===== src/rtl/dcm_lock_supervisor.sv =====
// Lock watchdog for a bank of DCM_SP instances clocked from the board crystal.
// Each channel synchronises LOCKED, kicks the DCM with a reset pulse when lock
// is late, qualifies lock as stable, flags lock loss and gives up after a
// bounded number of consecutive failed attempts until software clears it.
module dcm_lock_supervisor #(
    parameter int NUM_CHANNELS  = 3,
    parameter int TIMER_WIDTH   = 16,
    parameter int LOCK_TIMEOUT  = 50000,
    parameter int RESET_CYCLES  = 10,
    parameter int SETTLE_CYCLES = 16,
    parameter int MAX_RETRIES   = 4
) (
    input  logic                        crystal_clk,
    input  logic                        reset,
    input  logic [NUM_CHANNELS-1:0]     dcm_locked,
    input  logic [NUM_CHANNELS-1:0]     clear_fault,
    output logic [NUM_CHANNELS-1:0]     dcm_reset,
    output logic [NUM_CHANNELS-1:0]     clk_good,
    output logic                        all_clk_good,
    output logic [NUM_CHANNELS-1:0]     fault,
    output logic [NUM_CHANNELS-1:0]     lock_lost,
    output logic [4*NUM_CHANNELS-1:0]   retry_count
);

    typedef enum logic [2:0] {
        ST_WAIT_LOCK   = 3'd0,
        ST_RESET_PULSE = 3'd1,
        ST_SETTLE      = 3'd2,
        ST_LOCKED      = 3'd3,
        ST_FAULT       = 3'd4
    } state_t;

    // One counter per channel serves as lock timer, pulse timer and settle
    // counter; only one of those is ever running in a given state.
    localparam logic [TIMER_WIDTH-1:0] TIMEOUT_LAST = TIMER_WIDTH'(LOCK_TIMEOUT - 1);
    localparam logic [TIMER_WIDTH-1:0] PULSE_LAST   = TIMER_WIDTH'(RESET_CYCLES - 1);
    localparam logic [TIMER_WIDTH-1:0] SETTLE_LAST  = TIMER_WIDTH'(SETTLE_CYCLES - 1);
    localparam logic [TIMER_WIDTH-1:0] CNT_ONE      = TIMER_WIDTH'(1);
    localparam logic [3:0]             RETRY_LIMIT  = 4'(MAX_RETRIES);
    localparam logic                   RETRY_BOUNDED = (MAX_RETRIES != 0);

    logic [NUM_CHANNELS-1:0] sync_meta_r;
    logic [NUM_CHANNELS-1:0] sync_r;

    // Two-flop synchroniser for the asynchronous LOCKED inputs.
    always_ff @(posedge crystal_clk or posedge reset) begin
        if (reset) begin
            sync_meta_r <= '0;
            sync_r      <= '0;
        end else begin
            sync_meta_r <= dcm_locked;
            sync_r      <= sync_meta_r;
        end
    end

    genvar ch;
    generate
        for (ch = 0; ch < NUM_CHANNELS; ch++) begin : g_chan
            state_t                   state_r, state_s;
            logic [TIMER_WIDTH-1:0]   cnt_r, cnt_s;
            logic [3:0]               retry_r, retry_s;
            logic                     lost_r, lost_s;
            logic                     dcm_reset_r, clk_good_r, fault_r;
            logic                     locked_s;

            assign locked_s = sync_r[ch];

            // Next-state, counter and retry bookkeeping for this channel.
            always_comb begin
                state_s = state_r;
                cnt_s   = cnt_r;
                retry_s = retry_r;
                lost_s  = lost_r;
                case (state_r)
                    ST_WAIT_LOCK: begin
                        if (locked_s) begin
                            // Lock arriving on the timeout cycle still wins.
                            state_s = ST_SETTLE;
                            cnt_s   = '0;
                        end else if (cnt_r == TIMEOUT_LAST) begin
                            cnt_s = '0;
                            if (RETRY_BOUNDED && (retry_r == RETRY_LIMIT)) begin
                                state_s = ST_FAULT;
                            end else begin
                                state_s = ST_RESET_PULSE;
                                retry_s = (retry_r == 4'd15) ? retry_r : (retry_r + 4'd1);
                            end
                        end else begin
                            cnt_s = cnt_r + CNT_ONE;
                        end
                    end
                    ST_RESET_PULSE: begin
                        if (cnt_r == PULSE_LAST) begin
                            state_s = ST_WAIT_LOCK;
                            cnt_s   = '0;
                        end else begin
                            cnt_s = cnt_r + CNT_ONE;
                        end
                    end
                    ST_SETTLE: begin
                        if (!locked_s) begin
                            // A glitch is not a failed attempt; just resume waiting.
                            state_s = ST_WAIT_LOCK;
                            cnt_s   = '0;
                        end else if (cnt_r == SETTLE_LAST) begin
                            state_s = ST_LOCKED;
                            cnt_s   = '0;
                            retry_s = 4'd0;
                        end else begin
                            cnt_s = cnt_r + CNT_ONE;
                        end
                    end
                    ST_LOCKED: begin
                        if (!locked_s) begin
                            state_s = ST_WAIT_LOCK;
                            cnt_s   = '0;
                            lost_s  = 1'b1;
                        end else begin
                            state_s = ST_LOCKED;
                        end
                    end
                    ST_FAULT: begin
                        if (clear_fault[ch]) begin
                            state_s = ST_RESET_PULSE;
                            cnt_s   = '0;
                            retry_s = 4'd0;
                            lost_s  = 1'b0;
                        end else begin
                            state_s = ST_FAULT;
                        end
                    end
                    default: begin
                        state_s = ST_WAIT_LOCK;
                        cnt_s   = '0;
                    end
                endcase
            end

            // State, counters and outputs registered from the next state.
            always_ff @(posedge crystal_clk or posedge reset) begin
                if (reset) begin
                    state_r     <= ST_WAIT_LOCK;
                    cnt_r       <= '0;
                    retry_r     <= 4'd0;
                    lost_r      <= 1'b0;
                    dcm_reset_r <= 1'b0;
                    clk_good_r  <= 1'b0;
                    fault_r     <= 1'b0;
                end else begin
                    state_r     <= state_s;
                    cnt_r       <= cnt_s;
                    retry_r     <= retry_s;
                    lost_r      <= lost_s;
                    dcm_reset_r <= (state_s == ST_RESET_PULSE);
                    clk_good_r  <= (state_s == ST_LOCKED);
                    fault_r     <= (state_s == ST_FAULT);
                end
            end

            assign dcm_reset[ch]          = dcm_reset_r;
            assign clk_good[ch]           = clk_good_r;
            assign fault[ch]              = fault_r;
            assign lock_lost[ch]          = lost_r;
            assign retry_count[4*ch +: 4] = retry_r;
        end
    endgenerate

    assign all_clk_good = &clk_good;

endmodule


===== config.mk =====
export PLATFORM = sky130hd
export DESIGN_NAME = dcm_lock_supervisor
export DESIGN_NICKNAME = d
export VERILOG_FILES = /design/src/rtl/dcm_lock_supervisor.sv
export SDC_FILE = /design/constraint.sdc
export NUM_CORES = 1
export LEC_CHECK = 0
export CAP_MARGIN = 20
export CORE_UTILIZATION = 28
export CTS_CLUSTER_DIAMETER = 120
export DETAILED_ROUTE_END_ITERATION = 6
export PLACE_DENSITY = 0.47
export SYNTH_ARGS = -nofsm -noshare
export SYNTH_HDL_FRONTEND = slang
export SYNTH_SLANG_ARGS = --single-unit

===== constraint.sdc =====
create_clock -name crystal_clk -period 3.2 [get_ports crystal_clk]
set_clock_uncertainty 0.2 [all_clocks]
set_input_delay 0.32 -clock crystal_clk [delete_from_list [all_inputs] [get_ports crystal_clk]]
set_output_delay 0.32 -clock crystal_clk [all_outputs]
set_load 0.1 [all_outputs]

==> impl_metrics.json, run 1 <==
{
  "reg2reg_depth": 6,
  "cpPeakStageDelay_ns": 0.58,
  "required_ns": 3.23,
  "drt_iter0_drc": 185,
  "finalSetupViolCount": 0,
  "synth_edf_count": 0,
  "cts_hold_buf": 0,
  "die_h_um": 137,
  "total_power_w": 0.00257,
  "cts_buffers": 9,
  "grt_max_degree": 65,
  "syn_avg_cell_area_um2": 9.38,
  "rsz0062_at_grt": "no",
  "cts_num_sinks": 87,
  "holdCritPathClass": "input pin to asynchronous set/reset pin",
  "vias": 4044,
  "cp_top_family": "simple AND/OR/NAND/NOR gates",
  "drive_gt1_frac": 0.135,
  "dieArea_mm2": 0.0187,
  "status": "finished, final reports clean",
  "grt_pass1_vias": 3922,
  "cp_max_fo": 8,
  "die_width_um": 137,
  "initial_utilization": 0.290,
  "antenna_cells": 0,
  "drc": 0,
  "cpMostUsedCell": "nor4_2",
  "cts_setup_buffers": 0,
  "design.core.area_mm2": 0.0175,
  "clockBufferDepth": 2,
  "dp.final_hpwl_um": 8390,
  "cp_cell_sequence": "or4_4 > nor4_2 > nor4_2 > nor4_4 > buf_4 > nor2_1",
  "max_freq_mhz": 379,
  "path_buf_inv": 1,
  "ant_nets": 0,
  "critPathKind": "flip-flop to flip-flop",
  "clockRootBuffer": "clkbuf_16",
  "ys_seq_elements": 87,
  "gp_congestion": 0.845,
  "cp.arrival_ns": 2.67,
  "ctsResizeCount": 0,
  "viasPerCell": 5.14,
  "hold_viol": 0,
  "synth_nets": 561,
  "synth_flop_cell": "dfrtp_1",
  "worstMarginPinSlew_ns": 0.967,
  "routedWlPerCell_um": 15.1,
  "syn-cell-area_mm2": 0.00507,
  "globalRouteTotalUtil": 0.136,
  "synthCells": 541,
  "maxCapViolCount": 0,
  "async_flop_share": 1.00,
  "rows": 48,
  "routed_wl_um": 11900,
  "reg2reg_slack_ns": 0.56,
  "grt_pass1_wl_um": 19800,
  "clk_pin_slew_ns": 0.06,
  "worst_path_max_delay_cell": "or4_4",
  "ios": 33,
  "antenna_found_initial": 0,
  "fin_nets": 577,
  "min_period_over_period": 0.825,
  "finalMaxSlewViolations": 0,
  "ys_seq_area_frac": 0.429,
  "io_buffers": 32,
  "htree_num_levels": 3,
  "fin_setup_tns_ns": 0,
  "crit_path_end_kind": "flip-flop",
  "min_period_ns": 2.64,
  "start_kind": "flip-flop",
  "max-slew-margin-rel": 0.353,
  "overflow": 0,
  "worstSkewPairLatency_ns": 0.34,
  "tritoncts": "built",
  "leakage_nw": 2.41,
  "synthToLayoutAreaGrowth_pct": 15.0,
  "r2r_start": "g_chan[1].cnt_r[11]",
  "reg2reg_to": "g_chan[1].cnt_r[11]",
  "first_pass_iters": 5,
  "max-vdd-ir-drop_v": 0.000244,
  "synth_cell_types": 64,
  "yosys_warnings": 0,
  "power_density_mw_per_mm2": 440
}
## power by group
group	internal, W	switching, W
sequential	0.00112	0.0000257
clock	0.000750	0.000446
combinational	0.0000668	0.000156
total	0.00194	0.000628
## per-layer routing
| layer | wire (µm) | track usage |
|---|---|---|
| met3 | 451 | 0.0333 |
| met2 | 5530 | 0.213 |
| met4 | 135 | 0.0500 |
| met5 | 0 | 0 |
| met1 | 5750 | 0.180 |
## layout by cell type (no fill, tap or decap), types with 5 or more instances in the layout
master           instances
or2_2                    9
nand3_1                 29
o22ai_1                 12
nand2b_1                 9
o211ai_1                 5
o21ai_0                 25
clkdlybuf4s50_1          9
nor2b_1                  7
clkbuf_16                9
or3_1                    6
or4b_1                   5
nor4_1                   8
o221ai_1                 5
nor4_2                   5
nor2_1                  47
dfrtp_1                 87
ha_1                    12
nand4_1                 13
xnor2_1                  9
mux2i_1                  6
nand2_1                 36
buf_4                   29
a21oi_1                 25
nor3_1                  13
xor2_1                  16
o31ai_1                  9
or4_1                    6
nor3b_1                  6
and3_1                  18
inv_1                   19
## synth_stat cells, drive strengths merged (3+ instances only)
library cell | n | share of area
nand3 | 29 | 0.029
and2 | 4 | 0.0049
mux2i | 6 | 0.012
ha | 12 | 0.030
a21oi | 25 | 0.025
or4b | 5 | 0.0099
nand2 | 36 | 0.027
or3 | 6 | 0.0074
or2 | 9 | 0.011
inv | 20 | 0.015
o311ai | 4 | 0.0069
o31ai | 9 | 0.013
nand2b | 9 | 0.011
and4 | 4 | 0.0069
o32ai | 3 | 0.0052
o22ai | 13 | 0.017
clkbuf | 16 | 0.012
xor2 | 16 | 0.028
dfrtp | 87 | 0.43
o21a | 4 | 0.0059
nor3b | 6 | 0.0089
buf | 18 | 0.026
nor2b | 7 | 0.0086
nor2 | 47 | 0.035
nor3 | 17 | 0.023
mux2 | 3 | 0.0067
nand3b | 3 | 0.0044
o21ai | 25 | 0.025
or4 | 9 | 0.016
nand4 | 13 | 0.016
and3 | 18 | 0.022
nor4 | 15 | 0.031
o221ai | 5 | 0.0086
xnor2 | 9 | 0.016
o211ai | 5 | 0.0074
## how the worst max path moves through the flow
| stage | start | to | slack (ns) | cells past startpoint |
|---|---|---|---|---|
| after floorplan | g_chan[2].retry_r[0] | g_chan[2].retry_r[0] | 0.18 | 7 |
| after detailed placement | g_chan[1].cnt_r[11] | g_chan[1].cnt_r[11] | 0.56 | 6 |
| after CTS | g_chan[1].cnt_r[11] | g_chan[1].cnt_r[11] | 0.55 | 6 |
| final | g_chan[1].cnt_r[11] | g_chan[1].cnt_r[11] | 0.56 | 6 |
| after global placement | g_chan[1].cnt_r[11] | g_chan[1].cnt_r[14] | 0.63 | 6 |
| after global routing | g_chan[2].retry_r[0] | g_chan[2].retry_r[0] | 0.31 | 7 |
## final cells by class
class | instances | area [µm²]
clock buffers | 12 | 267
clock inverters | 4 | 76.3
fillers | 1769 | 11600
inverters | 20 | 76.3
multi-input cells | 400 | 2630
flip-flops and latches | 87 | 2180
well taps | 225 | 282
repair buffers | 39 | 328
## sequential cells by signal, indices dropped and copies added (netlist names)
| name | flops |
|---|---|
| g_chan.cnt_r | 48 |
| g_chan.retry_r | 12 |
| g_chan.state_r | 9 |
| g_chan.clk_good_r | 3 |
| g_chan.dcm_reset_r | 3 |
| g_chan.fault_r | 3 |
| g_chan.lost_r | 3 |
| sync_meta_r | 3 |
| sync_r | 3 |
## cell families after synthesis
kind of cell,Yosys count,share of synthesized area
DFF,87,0.429
AOI/OAI and AO/OA,109,0.141
adders and majority gates,12,0.0296
muxes,9,0.0185
xor gates and xnor gates,25,0.0432
and+or+nand+nor,245,0.285
buffers and inverters,54,0.0530
## per-stage QoR
step / cells / area [µm²] / hold WS [ns] / setup WS [ns] / utilization
6_report: 787 / 5830 / 0.0910 / 0.559 / 0.334
5_1_grt: 787 / 5830 / 0.150 / 0.306 / 0.334
4_1_cts: 787 / 5830 / 0.0954 / 0.555 / 0.334
3_5_place_dp: 771 / 5490 / 0.136 / 0.563 / 0.314
3_3_place_gp: 771 / 5490 / 0.137 / 0.630 / 0.314
2_1_floorplan: 541 / 5070 / 0.131 / 0.179 / -
No activity file was read; power rests on OpenSTA's default activity.
==> inputs of run 2 (changes only) <==
--- a/config.mk
+++ b/config.mk
@@ -9,7 +9,7 @@
 export CORE_UTILIZATION = 28
 export CTS_CLUSTER_DIAMETER = 120
 export DETAILED_ROUTE_END_ITERATION = 6
-export PLACE_DENSITY = 0.47
+export PLACE_DENSITY = 0.48
 export SYNTH_ARGS = -nofsm -noshare
 export SYNTH_HDL_FRONTEND = slang
 export SYNTH_SLANG_ARGS = --single-unit
==> constraint.sdc (replaced) <==
create_clock -name crystal_clk -period 2.31 [get_ports crystal_clk]
set_clock_uncertainty 0.2 [all_clocks]
set_input_delay 0.231 -clock crystal_clk [delete_from_list [all_inputs] [get_ports crystal_clk]]
set_output_delay 0.231 -clock crystal_clk [all_outputs]
set_load 0.1 [all_outputs]
==> impl_metrics.json, run 2 (synthesis results as in run 1) <==
{
  "status": "finished, violations left",
  "violations": "negative setup slack",
  "max-slew-margin-rel": 0.590,
  "cp_cell_sequence": "or4_4 > nor4_4 > buf_4 > and3_4 > o221ai_2 > a21bo_2",
  "reg2reg_to": "g_chan[1].retry_r[3]",
  "dpl.cell_count": 854,
  "ios": 33,
  "required_ns": 2.35,
  "cp_top_family": "simple AND/OR/NAND/NOR gates",
  "cts_num_sinks": 87,
  "vias": 4411,
  "ant_nets": 0,
  "routed_wl_um": 13000,
  "antenna_found_initial": 1,
  "largest_reg_flops": 48,
  "top_regs": "g_chan.cnt_r x48, g_chan.retry_r x12, g_chan.state_r x9",
  "layoutNonFillerInstCount": 876,
  "worst_path_max_delay_cell": "or4_4",
  "hold_viol": 0,
  "die_width_um": 137,
  "drive_gt1_frac": 0.323,
  "antenna_cells": 0,
  "cts_buffers": 9,
  "max_freq_mhz": 424,
  "htree_num_levels": 3,
  "cp_max_fo": 4,
  "viasPerCell": 5.04,
  "final_common_cell": "buf_4",
  "overflow": 0,
  "initial_utilization": 0.290,
  "final_area_mm2": 0.00683,
  "dieArea_mm2": 0.0187,
  "finalSetupViolCount": 9,
  "io_buffers": 32,
  "holdCritPathClass": "input pin to asynchronous set/reset pin",
  "worstSkewPairLatency_ns": 0.35,
  "r2r_start": "g_chan[1].cnt_r[13]",
  "design.core.area_mm2": 0.0175,
  "cp.arrival_ns": 2.39,
  "dp.final_hpwl_um": 9450,
  "die_h_um": 137,
  "fillers": 1734,
  "gp_congestion": 0.840,
  "multiInputGateArea_mm2": 0.00292,
  "finalMaxSlewViolations": 0,
  "drc": 0,
  "clockRootBuffer": "clkbuf_16",
  "min_period_ns": 2.36,
  "grt_pass1_vias": 4325,
  "grt_max_degree": 29,
  "placed_area_mm2": 0.00619,
  "crit_path_end_kind": "flip-flop",
  "reg2reg_depth": 6,
  "synthToLayoutAreaGrowth_pct": 34.6,
  "routedWlPerCell_um": 14.9,
  "reg2reg_slack_ns": -0.05,
  "tritoncts": "built",
  "worstMarginPinSlew_ns": 0.613,
  "maxCapViolCount": 0,
  "cpPeakStageDelay_ns": 0.58,
  "rows": 48,
  "globalRouteTotalUtil": 0.147,
  "rsz0062_at_grt": "yes",
  "min_period_over_period": 1.02,
  "final_cell_mix": "buf_4 (114), dfrtp_1 (79), nor2_1 (42)",
  "drt_iter0_drc": 202,
  "top_register": "g_chan.cnt_r",
  "clockBufferDepth": 2,
  "critPathKind": "flip-flop to flip-flop",
  "path_buf_inv": 1,
  "power_density_mw_per_mm2": 512,
  "regArea_mm2": 0.00220,
  "start_kind": "flip-flop",
  "critical_path_depth": 6,
  "startpoint": "g_chan[1].cnt_r[13]",
  "max-vdd-ir-drop_v": 0.000469,
  "first_pass_iters": 4,
  "grt_pass1_wl_um": 21500,
  "fin_nets": 666,
  "fin_setup_tns_ns": -0.127,
  "worst_slack_ns": -0.0483,
  "leakage_nw": 2.92,
  "clk_pin_slew_ns": 0.06,
  "cp-endpoint": "g_chan[1].retry_r[3]"
}
[run 2: worst min-delay path by stage]
stage          depth (start not counted)      startpoint  slack (ns)                end
3_5_place_dp                           0  sync_meta_r[1]        0.14          sync_r[1]
4_1_cts                                1   dcm_locked[1]        0.11     sync_meta_r[1]
3_3_place_gp                           0  sync_meta_r[1]        0.13          sync_r[1]
6_report                               2           reset        0.11  g_chan[1].fault_r
2_1_floorplan                          0   dcm_locked[0]        0.06     sync_meta_r[0]
5_1_grt                                1   dcm_locked[0]        0.11     sync_meta_r[0]
[run 2: per-layer routing]
layer / wire length (µm) / share of wire / GRT usage
met5: 13 / 0.0010 / 0
met3: 394 / 0.030 / 0.0322
met4: 241 / 0.019 / 0.0494
met1: 6080 / 0.47 / 0.190
met2: 6290 / 0.48 / 0.241
[run 2: repair_timing]
action / in CTS / in global routing
pin swaps: 7 / 12
cloned: 0 / 1
gates resized for setup: 21 / 39
buffers inserted: 2 / 3
endpoints found under the setup margin: 51 / 50
hold buffers: 0 / 0
[run 2: final cells by class]
cell class	count	area share
Sequential cell	87	0.322
Tap cell	225	0.0412
Clock inverter	4	0.00788
Timing Repair Buffer	128	0.152
Inverter	20	0.0115
Multi-Input combinational cell	400	0.427
Clock buffer	12	0.0376
[run 2: through the flow]
step | setup WS (ns) | total power [W] | hold slack, ns | util
after floorplan | -0.170 | 0.00185 | 0.0624 | -
after global placement | -0.0753 | 0.00197 | 0.135 | 0.354
after detailed placement | -0.116 | 0.00197 | 0.142 | 0.354
after CTS | -0.0241 | 0.00354 | 0.107 | 0.379
after global routing | -0.107 | 0.00364 | 0.107 | 0.391
final | -0.0483 | 0.00349 | 0.106 | 0.391
[run 2: power by group]
part	internal [W]	leakage [nW]	total, W	switching, W
sequential	0.00156	1.09	0.00159	0.0000306
combinational	0.000133	1.68	0.000374	0.000241
clock	0.000900	0.145	0.00153	0.000633
total	0.00259	2.92	0.00349	0.000904
